**config.mk**
```make
export PLATFORM = sky130hd
export DESIGN_NAME = seq_mul_param
export DESIGN_NICKNAME = d
export VERILOG_FILES = /design/src/rtl/seq_mul_param.sv
export SDC_FILE = /design/constraint.sdc
export NUM_CORES = 1
export LEC_CHECK = 0
export ABC_AREA = 0
export ABC_CLOCK_PERIOD_IN_PS = 6300
export CAP_MARGIN = 20
export CORE_MARGIN = 2
export CORE_UTILIZATION = 50
export DETAILED_ROUTE_END_ITERATION = 16
export PLACE_DENSITY = 0.71
export RECOVER_POWER = 25
export SYNTH_ARGS = -nofsm -noshare
export SYNTH_HDL_FRONTEND = slang
export SYNTH_SLANG_ARGS = --single-unit
```
**constraint.sdc**
```tcl
create_clock -name clk -period 6.3 [get_ports clk]
set_clock_uncertainty 0.15 [all_clocks]
set_input_delay 1.26 -clock clk [delete_from_list [all_inputs] [get_ports clk]]
set_output_delay 1.26 -clock clk [all_outputs]
set_load 0.01 [all_outputs]
```
**src/rtl/seq_mul_param.sv**
```systemverilog
// seq_mul_param: sequential shift-and-add multiplier with start/done handshake.
// Multiplies magnitudes one multiplier bit per cycle, then fixes the sign.
// The loop exits as soon as the remaining multiplier bits are all zero.
//
// State table:
//   state    | meaning
//   S_IDLE   | waiting for i_start; o_done high when no request pending
//   S_LOAD   | capture operand magnitudes and product sign
//   S_STEP   | one shift-and-add iteration per cycle
//   S_FIX    | negate the accumulator if the product is negative
//   S_FINISH | register result halves and overflow, raise o_done
//
// Ports:
//   clk          clock
//   reset        synchronous, active-high reset
//   i_start      request, sampled only in S_IDLE
//   i_is_signed  two's-complement operands, sampled with i_start
//   i_a, i_b     multiplicand / multiplier, sampled in S_LOAD
//   o_result     low WIDTH bits of the product
//   o_result_hi  high WIDTH bits of the product
//   o_overflow   product does not fit in o_result
//   o_done       result valid / block idle
//   o_busy       high whenever the FSM is not in S_IDLE
module seq_mul_param #(
    parameter int WIDTH     = 32,
    parameter bit SIGNED_EN = 1'b1
) (
    input  logic             clk,
    input  logic             reset,
    input  logic             i_start,
    input  logic             i_is_signed,
    input  logic [WIDTH-1:0] i_a,
    input  logic [WIDTH-1:0] i_b,
    output logic [WIDTH-1:0] o_result,
    output logic [WIDTH-1:0] o_result_hi,
    output logic             o_overflow,
    output logic             o_done,
    output logic             o_busy
);

    typedef enum logic [2:0] {
        S_IDLE,
        S_LOAD,
        S_STEP,
        S_FIX,
        S_FINISH
    } state_t;

    state_t r_state;
    state_t w_state_next;

    logic [2*WIDTH-1:0] r_mcand;
    logic [2*WIDTH-1:0] r_acc;
    logic [WIDTH-1:0]   r_mplier;
    logic               r_neg;
    logic               r_sgn;

    logic [WIDTH-1:0]   w_mag_a;
    logic [WIDTH-1:0]   w_mag_b;
    logic [WIDTH-1:0]   w_mplier_shr;
    logic [WIDTH-1:0]   w_acc_hi;
    logic               w_ovf;

    // Two's-complement magnitude; the most negative value maps to 2^(WIDTH-1)
    // as an unsigned number, so no extra bit is needed.
    assign w_mag_a      = (r_sgn && i_a[WIDTH-1]) ? -i_a : i_a;
    assign w_mag_b      = (r_sgn && i_b[WIDTH-1]) ? -i_b : i_b;
    assign w_mplier_shr = r_mplier >> 1;
    assign w_acc_hi     = r_acc[2*WIDTH-1:WIDTH];
    assign w_ovf        = r_sgn ? (w_acc_hi != {WIDTH{r_acc[WIDTH-1]}})
                                : (w_acc_hi != '0);

    // State register
    always_ff @(posedge clk) begin
        if (reset) begin
            r_state <= S_IDLE;
        end else begin
            r_state <= w_state_next;
        end
    end

    // Next-state logic
    always_comb begin
        w_state_next = r_state;
        case (r_state)
            S_IDLE:   w_state_next = i_start ? S_LOAD : S_IDLE;
            S_LOAD:   w_state_next = (w_mag_b != '0) ? S_STEP : S_FIX;
            S_STEP:   w_state_next = (w_mplier_shr == '0) ? S_FIX : S_STEP;
            S_FIX:    w_state_next = S_FINISH;
            S_FINISH: w_state_next = S_IDLE;
            default:  w_state_next = S_IDLE;
        endcase
    end

    // Combinational outputs
    always_comb begin
        o_busy = (r_state != S_IDLE);
    end

    // Datapath and registered outputs
    always_ff @(posedge clk) begin
        if (reset) begin
            r_mcand     <= '0;
            r_acc       <= '0;
            r_mplier    <= '0;
            r_neg       <= 1'b0;
            r_sgn       <= 1'b0;
            o_result    <= '0;
            o_result_hi <= '0;
            o_overflow  <= 1'b0;
            o_done      <= 1'b0;
        end else begin
            case (r_state)
                S_IDLE: begin
                    if (i_start) begin
                        o_done <= 1'b0;
                        r_sgn  <= i_is_signed & SIGNED_EN;
                    end else begin
                        o_done <= 1'b1;
                    end
                end
                S_LOAD: begin
                    r_mcand  <= {{WIDTH{1'b0}}, w_mag_a};
                    r_mplier <= w_mag_b;
                    r_neg    <= r_sgn & (i_a[WIDTH-1] ^ i_b[WIDTH-1]);
                    r_acc    <= '0;
                end
                S_STEP: begin
                    if (r_mplier[0]) begin
                        r_acc <= r_acc + r_mcand;
                    end
                    r_mcand  <= r_mcand << 1;
                    r_mplier <= w_mplier_shr;
                end
                S_FIX: begin
                    // Negating zero yields zero, so a zero product is never negative.
                    if (r_neg) begin
                        r_acc <= -r_acc;
                    end
                end
                S_FINISH: begin
                    o_result    <= r_acc[WIDTH-1:0];
                    o_result_hi <= w_acc_hi;
                    o_overflow  <= w_ovf;
                    o_done      <= 1'b1;
                end
                default: begin
                end
            endcase
        end
    end

endmodule

```
Word-level counts from Yosys, hierarchy flattened
Index checks and enable logic that the tools add are counted.
{ "classes": {"n_addsub": 4, "eq_ne": 7, "muxes": 14, "bitwise_logic": 2, "n_reduce_logical": 12} }
{ "ops": {"columns": ["op", "n"], "rows": [
  ["64-bit one-hot mux with 3 select lines", 1],
  ["64-bit 2-to-1 mux", 2],
  ["64-bit one-hot mux with 2 select lines", 1],
  ["64-bit adder", 1],
  ["32-bit 2-to-1 mux", 2],
  ["32-bit negator", 2],
  ["64-bit negator", 1],
  ["32-bit one-hot mux with 2 select lines", 1],
  ["32-bit nonzero test", 2],
  ["32-bit logical NOT", 1],
  ["32-bit != test", 1],
  ["3-bit one-hot mux with 4 select lines", 1],
  ["3-bit by 2-bit == test with 1-bit output (second input constant)", 2],
  ["3-bit nonzero test", 2],
  ["1-bit 2-to-1 mux", 5],
  ["2-bit != test (second input constant)", 2],
  ["2-bit nonzero test", 2],
  ["3-bit by 1-bit == test with 1-bit output (second input constant)", 1],
  ["3-bit == test (second input constant)", 1],
  ["3-bit logical NOT", 1],
  ["3-bit AND reduction", 1],
  ["1-bit logical AND", 2],
  ["1-bit one-hot mux with 2 select lines", 1],
  ["2-bit AND reduction", 1],
  ["2 further kinds", 2]
]} }
{ "word_totals": {"ff_bits": 231, "output_inout_bits": 67, "word_cells": 49} }

Longest topological paths before layout
{ "logic_depth": {"depth_word": 5, "ltp_mapped": 13, "depth_no_buf": 13} }

Worst setup path before layout
No wires, ideal clock.
{ "synth_path": {"path_type": "input-to-reg", "startpoint": "input i_b[9]", "endpoint": "register r_state[0]", "arrival_time_ns": 3.847, "setup_slack_ns": 2.217, "path_stages": 10, "path_cell_list": "or4_1 > or3_4 > nor2_2 > nand2_1 > or3_1 > mux2_2 > a32oi_1 > a2111oi_0 > nand4_1 > a211oi_1"} }
{ "synth_between": {"elab_chain_cells": 5} }
{ "synth_lines": {"columns": ["item", "line_no", "source"], "rows": [
  ["start: declaration", "33", "input logic [WIDTH-1:0] i_b,"],
  ["32-bit negator", "67", "assign w_mag_b = (r_sgn && i_b[WIDTH-1]) ? -i_b : i_b;"],
  ["32-bit 2-to-1 mux *", "67", null],
  ["32-bit nonzero test *", "87", "S_LOAD: w_state_next = (w_mag_b != '0) ? S_STEP : S_FIX;"],
  ["1-bit 2-to-1 mux *", "87", null],
  ["3-bit one-hot mux with 4 select lines *", "85", "case (r_state)"],
  ["end signal: assignment", "78", "r_state <= w_state_next;"],
  ["end: declaration", "49", "state_t r_state;"]
]} }
Every way passes the cells marked *; elsewhere a longest branch is shown, timed or not.
A chain may end at the register's enable or synchronous reset.

==> results.md <==
- Across all setup checks in the final design, the least slack found is 1470 ps.
- In this run, post-CTS hold repair placed 0 buffers.
- The per-instance average area after synthesis is 7.29 sq um.
- Summed over all nets, the switching power comes to 1200 uW.
- The first global-routing pass estimated a little under 80 mm of wire.
- In this run, the clock network consumes 41.6% of the power.
- The post-synthesis sequential area ratio is 29.8%.
- The final max-slew violation count is 298.
- OpenSTA, run right after detailed placement, puts the worst setup slack at 1280 ps.
- After synthesis, the netlist uses 81 different library cells.
- In this run the clock root is driven by a clkbuf_16.
- Synthesis handed over a netlist of 2132 instances.
- Dividing the detail-routed wire length by the instance count gives 18.5 um.
- The fraction of final layout cells sized beyond drive strength 1 is 4.05%.
- The arrival time at the worst endpoint is 5000 ps.
- The path class of the lowest-slack min-delay path is register to register.
- During placement, the flow inserted port buffers numbering approximately 130.
- After the first detailed-routing iteration, the DRC count stood at 1644.
- The logic gate share of total power is a little under a fifth.
- The floorplan row count is 64.
- For this run, the top clock speed supported by timing is 0.207 GHz.
- The kind of launch point of the worst setup path is an input pin.
- The leading area contributor after synthesis is dfxtp_1.
- The relative area change from synthesis to final layout is 14.8%.
- For this run, the number of Yosys warnings is 0.
- Using the TritonRoute via totals, the vias-per-cell ratio works out to 6.22.
- Grouping stages by cell kind, the critical path spends the most delay in buffers and inverters.
- In this run, CTS created clock tree buffers numbering 26.
- The core region is 0.0306 sq mm.
- The number of nets in the finished design is around 2300.
- The cell type of the slowest stage on the worst timing path is clkbuf_1.
- After synthesis, the most frequently instantiated cells are nand2_1 (316), a21oi_1 (262), dfxtp_1 (231).
- The post-CTS repair timing setup buffer count is 0.
- The critical path capture point type is a register.
- The number of levels the H-tree was split into is 1.
- The final number of hold-violating endpoints is 0.
- The highest ir drop seen on vdd is between 0.15 and 0.2 mV.
- The die covers between 0.03 and 0.04 sq mm.
- The number of nets in the synthesized netlist is approximately 2300.
- The initial antenna violation count is 1.
- The number of global-route vias before repair is 14800.
- The combined area of all synthesized cells is 0.0155 sq mm.
- Setup repair after global routing left no endpoint under its margin.
- The cell with the most instances after synthesis is nand2_1.
- After synthesis, the largest area contributor takes up 29.8% of total cell area.
- The insertion delay to the later sink of the worst-skew pair is between 500 and 600 ps.
- Subtracting the final worst setup slack from the clock period gives 4830 ps.
- Wires add up to around 48 mm.
- The internal power consumption is 2760 uW.
- Detailed routing inserted a total of 16000 vias.
- After synthesis the netlist holds a flip-flop and latch count of 231.
- The I/O pin count is 135.
- The period utilization is around three quarters.
- For the worst setup path, the data required time is roughly 6500 ps.
- TritonCTS built the clock tree.
- Sorting the synthesized cells by area gives the leading types as dfxtp_1 (30%), a21oi_1 (8.4%), nand2_1 (7.6%), a22oi_1 (5.6%), ha_1 (5.5%).
- Once the floorplan was initialized, standard cells occupied approximately 51% of the core.
- The final reports fail on max-capacitance violations, max-slew violations.
- The hold slack is between 300 and 400 ps.
- The number of enable flip-flop cells after synthesis is 0.
- The number of placed instances, taps included, is around 2500.
- On the worst path, the slowest cell contributes a delay of 2100 ps.
- Routability-driven placement finished with a final weighted congestion of between 0.9 and 1.
- Walking the worst path, the cells encountered are clkbuf_2 -> clkbuf_1 -> nand2b_1 -> o32ai_1.
- The switching share of power is between 30% and 40%.
- The final setup violation count is 0.
- Max-cap violations in this run came to 7.
- The total negative slack is 0 ps.
- For this run the aggregate overflow at the end of global routing stands at 0.
- The count of cells in the finished layout, fillers not included, comes to 2572.
- For this run, the leading register cell type out of synthesis is dfxtp_1.
- The chip width is between 150 and 200 um.
- The total routing usage reported by global routing is 28.1%.
- The sequential cell fraction of total power is 39.6%.
- The leakage power summed over all cells is 0.00638 uW.
- The number of detailed-route iterations in the first pass is 5.
- The flow ran to the end, but the final reports show violations.
- The worst-case clock buffer depth is 3.
- The clock sink count is 231.
- The type of the setup path with the least slack is input pin to register.
- The maximum number of pins on one net before global-route repair is 89.
- The number of remaining DRC errors is 0.
- After clock tree synthesis, the clock-pin slew on the worst setup and hold paths is 60 ps.
- Once detail routing completed, the nets flagged for antenna violations numbered 0.
- In this run the worst path has a maximum fanout of between 80 and 90.
- The HPWL reported at the end of detailed placement is 34.0 mm.
- The ratio of total power to cell area is 222 mW/mm^2.
- The floorplan step set the die height to 180 um.
- After filler insertion, the fill cell instance count of the layout stands at 2893.
- The buffers plus inverters on the worst setup path is 2.
- The proportion of synthesized flip-flops having asynchronous set or reset is 0%.
- At the pin with the least slew margin, the transition time is 2860 ps.
- Measured against its own limit, the worst slew margin works out to -90.5%.
- The number of gates resized after CTS is 0.
tightest hold or removal path, delay by kind of cell, from the launching register on:
family	cells	cell delay, ps
compound gates	1	50
flops	1	310
simple gates	1	50
area by class of cell:
class	count	area, sq um	area share, %
inverter	27	101	0.568
antenna	1	2.50	0.0140
timing repair buffer	151	1450	8.15
tap	396	495	2.78
clock buffer	34	742	4.16
clock inverter	14	181	1.02
sequential	231	4620	25.9
multi-input combinational	1718	10200	57.4
per-stage QoR:
step / power (uW) / utilization, % / instance area, sq um
2_1_floorplan: 2090 / - / 15500
3_3_place_gp: 2320 / 55.4 / 16900
3_5_place_dp: 2330 / 55.4 / 16900
4_1_cts: 3970 / 58.4 / 17900
5_1_grt: 4120 / 58.3 / 17800
6_report: 3950 / 58.3 / 17800
power by group through the flow:
| stage | Clock, uW | Combinational (uW) | Sequential (uW) |
|---|---|---|---|
| floorplan | 0 | 521 | 1570 |
| global placement | 0 | 723 | 1590 |
| finish | 1650 | 743 | 1570 |
| CTS | 1670 | 737 | 1560 |
| detailed placement | 0 | 733 | 1590 |
| global route | 1730 | 819 | 1570 |
routing by layer:
layer | vias to the layer above | share of wire [%] | GRT usage, %
met5 | - | 0 | 0
met4 | 0 | 2.6 | 8.35
met3 | 78 | 6.8 | 3.74
met2 | 563 | 44 | 44.4
met1 | 7517 | 46 | 40.0
li1 | 7844 | - | -
cell usage in the layout (no fill, tap or decap), types with 14 or more instances in the layout:
| master | synthesis | final |
|---|---|---|
| a211oi_1 | 22 | 22 |
| a21o_1 | 37 | 37 |
| a21oi_1 | 262 | 261 |
| a221oi_1 | 14 | 14 |
| a22oi_1 | 116 | 116 |
| a31oi_1 | 14 | 14 |
| and3_1 | 17 | 17 |
| buf_4 | 1 | 14 |
| clkbuf_16 | 0 | 27 |
| clkdlybuf4s50_1 | 0 | 133 |
| dfxtp_1 | 231 | 231 |
| ha_1 | 68 | 68 |
| inv_1 | 27 | 27 |
| nand2_1 | 316 | 315 |
| nand3_1 | 25 | 25 |
| nand4_1 | 36 | 36 |
| nor2_1 | 196 | 196 |
| nor3_1 | 82 | 82 |
| nor4_1 | 33 | 33 |
| o21ai_0 | 127 | 127 |
| o31ai_1 | 14 | 14 |
| o32ai_1 | 19 | 19 |
| or3_1 | 16 | 16 |
| or4_1 | 14 | 14 |
| xnor2_1 | 62 | 62 |
| xor2_1 | 53 | 53 |
cell families after synthesis:
| group | Yosys count | synth area share [%] |
|---|---|---|
| buf+inv | 183 | 4.51 |
| fa+ha+maj | 69 | 5.61 |
| compound gates | 711 | 28.6 |
| simple gates | 819 | 24.7 |
| mux | 4 | 0.266 |
| xor+xnor | 115 | 6.48 |
| flops | 231 | 29.8 |
flip-flops by register name, summed over array words and instances (netlist names), 3 cells and up:
name         count
o_result        32
o_result_hi     32
r_acc           64
r_mcand         64
r_mplier        32
r_state          3
path summary, 6_finish.rpt:
check	start	cells after the start	to	slack, ps
worst max-delay path	reset	4	r_acc[41]	1470
worst min-delay path	o_result_hi[27]	2	o_result_hi[27]	300
worst max register to register	r_state[1]	10	r_acc[58]	1510
worst min register to register	o_result_hi[27]	2	o_result_hi[27]	300
(Power assumes the default switching activity.)
==> edit 1: new RTL, same flow settings <==
Put one more register stage on the output `o_overflow`, with the module's reset. The value now appears one clock later. The other outputs are not delayed to match.
--- a/src/rtl/seq_mul_param.sv
+++ b/src/rtl/seq_mul_param.sv
@@ -45,6 +45,8 @@
         S_FIX,
         S_FINISH
     } state_t;
+
+    logic o_overflow_s0;
 
     state_t r_state;
     state_t w_state_next;
@@ -107,7 +109,7 @@
             r_sgn       <= 1'b0;
             o_result    <= '0;
             o_result_hi <= '0;
-            o_overflow  <= 1'b0;
+            o_overflow_s0 <= 1'b0;
             o_done      <= 1'b0;
         end else begin
             case (r_state)
@@ -141,7 +143,7 @@
                 S_FINISH: begin
                     o_result    <= r_acc[WIDTH-1:0];
                     o_result_hi <= w_acc_hi;
-                    o_overflow  <= w_ovf;
+                    o_overflow_s0 <= w_ovf;
                     o_done      <= 1'b1;
                 end
                 default: begin
@@ -150,5 +152,13 @@
         end
     end
 
+    always_ff @(posedge clk) begin
+        if (reset) begin
+            o_overflow <= '0;
+        end else begin
+            o_overflow <= o_overflow_s0;
+        end
+    end
+
 endmodule
 
Function: changed (a bounded check fails within 10 cycles, from zero or initial values and one cycle with reset high).
==> edit 1 against the original RTL <==
The run still ends with capacitance limit, slew limit left; area after synthesis grew 1.6%; sequential cell count grew 1; register-to-register slack gained 420 ps; core utilization shrank 0.49 points; first-iteration DRC count shrank 8.4%; non-clock buffer count shrank 1; cell area grew 1.5%; worst setup slack gained 460 ps; power grew 0.71%; global-route usage grew 2.1 points; cell count grew 1.8%; sequential share of layout area shrank 0.27 points; wire length grew 8.5%; critical path type is now flop to flop; critical endpoint is now r_acc[60].
==> edit 1: results (changes against the original RTL) <==
Placed design
  – DP HPWL: 36,600 um (+7.5%)
  – Placer Congestion: 0.951 (+0.40%)
  – I/O Buffers: 134 (unchanged)
  – Dpl ws: 1700 ps (+428 ps)

Routing
  – Iter 0 DRT Violations: 1,506 (-8.4%)
  – Routed wl met2: 23,800 um (+13%)
  – Vias: 16.6k (+3.6%)
  – DR WL met3: 2930 um (-9.8%)
  – Wl on met1: 23,100 um (+4.5%)
  – Post-DR wirelength/cell: 19.7 um (+6.6%)
  – Drt first pass iters: 6 (+1)

Final layout
  – Layout Nets: 2,332 (+1.7%)
  – Layout cells sized above 1: 0.0411 (+0.000605)
  – N_diodes: 0 (-1)
  – # fillers: 2,982 (+3.1%)

Clock tree
  – Post-CTS Setup Inserts: 0 (unchanged)
  – CTS max path bufs: 3 (unchanged)
  – Inserted Clock Buffers: 27 (+3.8%)
  – Clock-pin slew on the worst setup and hold paths: 60 ps (about the same)
  – CTS resizes: 0 (unchanged)
  – Clock Latency Late Sink: 570 ps (+20 ps)
  – H-tree lvl count: 1 (unchanged)

GRT
  – Initial antenna violation count: 0 (-1)
  – Largest net degree at the start of global routing: 91 (+2.2%)
  – Vias in the first global route: 15.6k (+4.9%)
  – GRT Util Overall: 0.302 (+0.0208)
  – First-pass GRT wire length: 81,600 um (+5.6%)

Hold path
  – Cell depth of the worst hold path: 2 (unchanged)
  – Hold Crit Start: r_neg
  – Hold EP: r_neg
  – Min-delay worst type: flop to flop

Power
  – VDD IR max: 192 uV (-3.5%)
  – Leak pwr: 6.41 nW (+0.40%)

Status
  – Status: finished, violations left
  – Failing checks: capacitance limit, slew limit

Flow run
  – Total of max-cap violations: 4 (-3)

Yosys
  – Seq/Total Area, Yosys: 0.294 (-0.00350)
  – Synth area leaders: dfxtp_1 (29%), a21oi_1 (8.2%), nand2_1 (7.2%)
  – Most frequent cells after synthesis: nand2_1 (304), a21oi_1 (258), dfxtp_1 (232)
  – FFs w/ async S/R, synth: 0 (unchanged)
  – Post-synth net total: 2,303 (+1.5%)
  – Synth Warn #: 0 (unchanged)
  – Synth unique cells: 82 (+1.2%)

Timing
  – Slew Limit Fails: 191 (-36%)
  – Max_slew headroom: -0.862 (+0.0432)
  – Setup Viol. Count Final: 0 (unchanged)

Worst setup path
  – R2r setup slk: 1930 ps (+420 ps)
  – R2R Path Start: r_acc[0]
  – Crit-path max FO: 8 (-91%)
  – Reg2Reg Depth: 13 (+3)
  – R2r endpoint: r_acc[60]
  – WP data arrival: 4700 ps (-300 ps)
==> edit 1: cell types whose count changed in the layout (fill, tap and decap cells not counted), moves of 6 or more <==
cell,delta
and4_1,-6
inv_1,+11
a31oi_1,+6
o22ai_1,+16
nand2_1,-11
nor2_1,+29
nand2b_1,+10
nor3_1,-7
o21ai_0,-13
and3_1,-13
xor2_1,+6
xnor2_1,-9
nand3_1,+10
o31ai_1,+6
==> edit 1: report_power, final <==
group          internal, W  switching (W)  total [W]
clock network     0.000983       0.000666    0.00165
logic             0.000252       0.000509   0.000761
registers          0.00151      0.0000588    0.00157
==> edit 1: cells by family after synthesis <==
family                     after synthesis  share of synthesized area
and+or+nand+nor                        833                      0.247
adders and majority gates               69                     0.0552
DFF                                    232                      0.294
AOI/OAI and AO/OA                      727                      0.292
muxes                                    5                    0.00317
xor gates and xnor gates               112                     0.0621
buffers and inverters                  188                     0.0462
==> edit 1: through the flow <==
stage	std cells	power, W	instance area [sq um]	util	hold WS [ps]
2_1_floorplan	2166	0.00210	15800	-	279
3_3_place_gp	2568	0.00234	17200	0.549	287
3_5_place_dp	2568	0.00235	17200	0.549	292
4_1_cts	2618	0.00399	18100	0.579	299
5_1_grt	2618	0.00412	18100	0.578	316
6_report	2618	0.00398	18100	0.578	299
==> edit 1: worst max path at each step <==
stage,cells past startpoint,endpoint,start,slack (ps)
6_report,13,r_acc[60],r_acc[0],1930
3_3_place_gp,10,r_state[0],i_b[3],1800
4_1_cts,13,r_acc[60],r_acc[0],2110
2_1_floorplan,8,r_mcand[30],i_a[5],2600
3_5_place_dp,9,r_mcand[30],i_a[3],1700
5_1_grt,13,r_acc[62],r_acc[0],1800
==> edit 1: worst max-delay path, cell delays in order, from the launching register on <==
cell and delay (ps):
dfxtp_1 480, ha_1 250, inv_1 70, fa_1 400
nand2b_1 180, a211oi_1 520, o31ai_1 270, a31oi_1 510
o41ai_2 110, buf_4 190, o31ai_1 650, nand2_1 120
a31oi_1 180, a21boi_0 200
==> edit 1: area by class of cell <==
class | instances | share of cell area
clock buffers | 37 | 0.0427
clock inverters | 13 | 0.00864
inverters | 38 | 0.00788
multi-input cells | 1746 | 0.576
flip-flops and latches | 232 | 0.257
well taps | 402 | 0.0278
repair buffers | 150 | 0.0802
==> edit 1: metal layers <==
metal	vias to the layer above	track usage
met5	-	0
met4	0	0.106
met3	109	0.0369
met2	555	0.505
met1	7910	0.402
li1	7997	-
==> edit 2: new RTL, same settings <==
Without the edit above. `SIGNED_EN`: 1'b1 -> 1'b0.
--- a/src/rtl/seq_mul_param.sv
+++ b/src/rtl/seq_mul_param.sv
@@ -23,7 +23,7 @@
 //   o_busy       high whenever the FSM is not in S_IDLE
 module seq_mul_param #(
     parameter int WIDTH     = 32,
-    parameter bit SIGNED_EN = 1'b1
+    parameter bit SIGNED_EN = 1'b0
 ) (
     input  logic             clk,
     input  logic             reset,
Check against the original RTL: not equivalent (Yosys sat finds a counterexample within 10 cycles, from zero or initial values and one cycle with reset high).
==> edit 2 against the original RTL <==
Area after synthesis fell by 21%; wire length fell by 33%; worst setup slack improved by 800 ps; core utilization rose by 1.3 points; cell area fell by 19%; highest routed layer unchanged; global-route usage fell by 4.0 points; sequential cell count fell by 2; synthesized cell count fell by 29%; register-to-register slack improved by 770 ps; the flow still finishes with violations (capacitance limit, slew limit); first-iteration DRC count fell by 54%.
Power is not compared: it rests on default switching activity, and its combinational part moved more than twofold at a synthesized area within 25%.
==> edit 2: results (changes against the original RTL) <==
Status
  – Status: finished, violations left
  – Failing checks: capacitance limit, slew limit

GRT
  – Initial antenna violation count: 0 (-1)
  – Largest net degree at the start of global routing: 111 (+25%)
  – GRT Util Overall: 0.241 (-0.0403)
  – Vias in the first global route: 10.4k (-30%)
  – First-pass GRT wire length: 52,800 um (-32%)

Timing
  – Final hold violations: 0 (unchanged)
  – Final worst path period share: 0.639 (-0.128)
  – Slew Limit Fails: 119 (-60%)
  – Max_slew headroom: -0.824 (+0.0817)

Yosys
  – Synth area leaders: dfxtp_1 (37%), nand2_1 (6.8%), ha_1 (6.4%)
  – Synth Warn #: 0 (unchanged)
  – Most frequent cells after synthesis: dfxtp_1 (229), nand2_1 (222), nor2_1 (164)
  – Seq/Total Area, Yosys: 0.375 (+0.0768)
  – Post-synth net total: 1,636 (-28%)
  – Top_reg_cell synth: dfxtp_1
  – Synth unique cells: 67 (-17%)
  – FFs w/ async S/R, synth: 0 (unchanged)

Placed design
  – Post-DP Area: 13,700 sq um (-19%)
  – DP HPWL: 22,500 um (-34%)
  – Placer Congestion: 0.904 (-4.6%)
  – I/O Buffers: 133 (-0.75%)
  – Dpl ws: 2730 ps (+1450 ps)

Worst setup path
  – Worst setup startpoint: r_state[0]
  – R2r setup slk: 2280 ps (+770 ps)
  – Crit Path Category: flop to flop
  – Crit-path max FO: 44 (-50%)
  – R2r endpoint: o_result[24]
  – Reg2Reg Depth: 5 (-5)
  – WP data arrival: 4310 ps (-690 ps)

Power
  – Leak pwr: 5.31 nW
  – VDD IR max: 189 uV

Clock tree
  – Clock-pin slew on the worst setup and hold paths: 60 ps (about the same)
  – Inserted Clock Buffers: 24 (-7.7%)
  – Root Driver: clkbuf_16
  – Clock Latency Late Sink: 520 ps (-30 ps)
  – Post-CTS Setup Inserts: 0 (unchanged)
  – CTS resizes: 0 (unchanged)
  – H-tree lvl count: 1 (unchanged)
  – CTS max path bufs: 3 (unchanged)

Routing
  – Drt first pass iters: 5 (unchanged)
  – DR vias/cell: 5.76 (-7.4%)
  – Iter 0 DRT Violations: 764 (-54%)
  – Drt total wl: 31,900 um (-33%)

Hold path
  – Min-delay worst type: flop to flop
  – Cell depth of the worst hold path: 2 (unchanged)

Final layout
  – Layout Nets: 1,701 (-26%)
  – # fillers: 2,193 (-24%)
  – N_diodes: 0 (-1)
  – Area occupied by multi-input gates: 7140 sq um (-30%)
  – Layout cells sized above 1: 0.0429 (+0.00247)
  – Biggest regs: r_acc (64), r_mcand (64)

Flow run
  – Total of max-cap violations: 3 (-4)
-- edit 2: cell types whose count changed in the layout (fill, tap and decap cells not counted), sizes merged, moves of 57 or more --
cell	delta
a21oi	-110
nor3	-75
o21ai	-66
nand2	-95
a22oi	-57
mux2i	+61
-- edit 2: logic make-up (layout without fill, tap and decap cells) --
group,Yosys count,after routing,share of synthesized area
adders and majority gates,64,64,0.0660
xor gates and xnor gates,58,58,0.0415
AOI/OAI and AO/OA,455,455,0.243
and+or+nand+nor,502,502,0.180
DFF,229,229,0.375
buffers and inverters,132,212,0.0425
muxes,64,64,0.0523
-- edit 2: report_power, final --
part | internal [W] | total, W | switching (W)
registers | 0.00150 | 0.00154 | 0.0000440
clock network | 0.000793 | 0.00138 | 0.000585
logic | 0.000145 | 0.000344 | 0.000199
-- edit 2: how the worst min path moves through the flow --
stage	start	end	slack [ps]
after detailed placement	o_result[30]	o_result[30]	300
after global routing	o_result[7]	o_result[7]	320
after global placement	o_result[8]	o_result[8]	290
after floorplan	r_acc[2]	o_result[2]	300
final	o_result_hi[16]	o_result_hi[16]	300
after CTS	o_result[30]	o_result[30]	310
-- edit 2: final cells by class --
| class | instances | share of cell area |
|---|---|---|
| Multi-Input combinational cell | 1143 | 0.496 |
| Sequential cell | 229 | 0.318 |
| Timing Repair Buffer | 144 | 0.0982 |
| Clock buffer | 37 | 0.0506 |
| Tap cell | 324 | 0.0281 |
| Inverter | 27 | 0.00703 |
| Clock inverter | 4 | 0.00234 |
-- edit 2: per-stage QoR --
| stage | cells | hold slack, ps |
|---|---|---|
| finish | 1908 | 303 |
| global route | 1908 | 325 |
| CTS | 1908 | 307 |
| detailed placement | 1867 | 299 |
| global placement | 1866 | 294 |
| floorplan | 1504 | 298 |
-- edit 2: worst max-delay path, cell delays in order (launching register included) --
cell,delay [ps]
dfxtp_1,370
nor2_1,250
and2_0,980
clkbuf_1,1600
nand2_1,370
a21oi_1,210
-- edit 2: routing by layer --
metal,GRT usage,part of all wire,up-vias
li1,-,-,5534
met4,0.0504,0.014,0
met1,0.339,0.48,5173
met2,0.399,0.46,246
met3,0.0292,0.046,40
met5,0,0,-
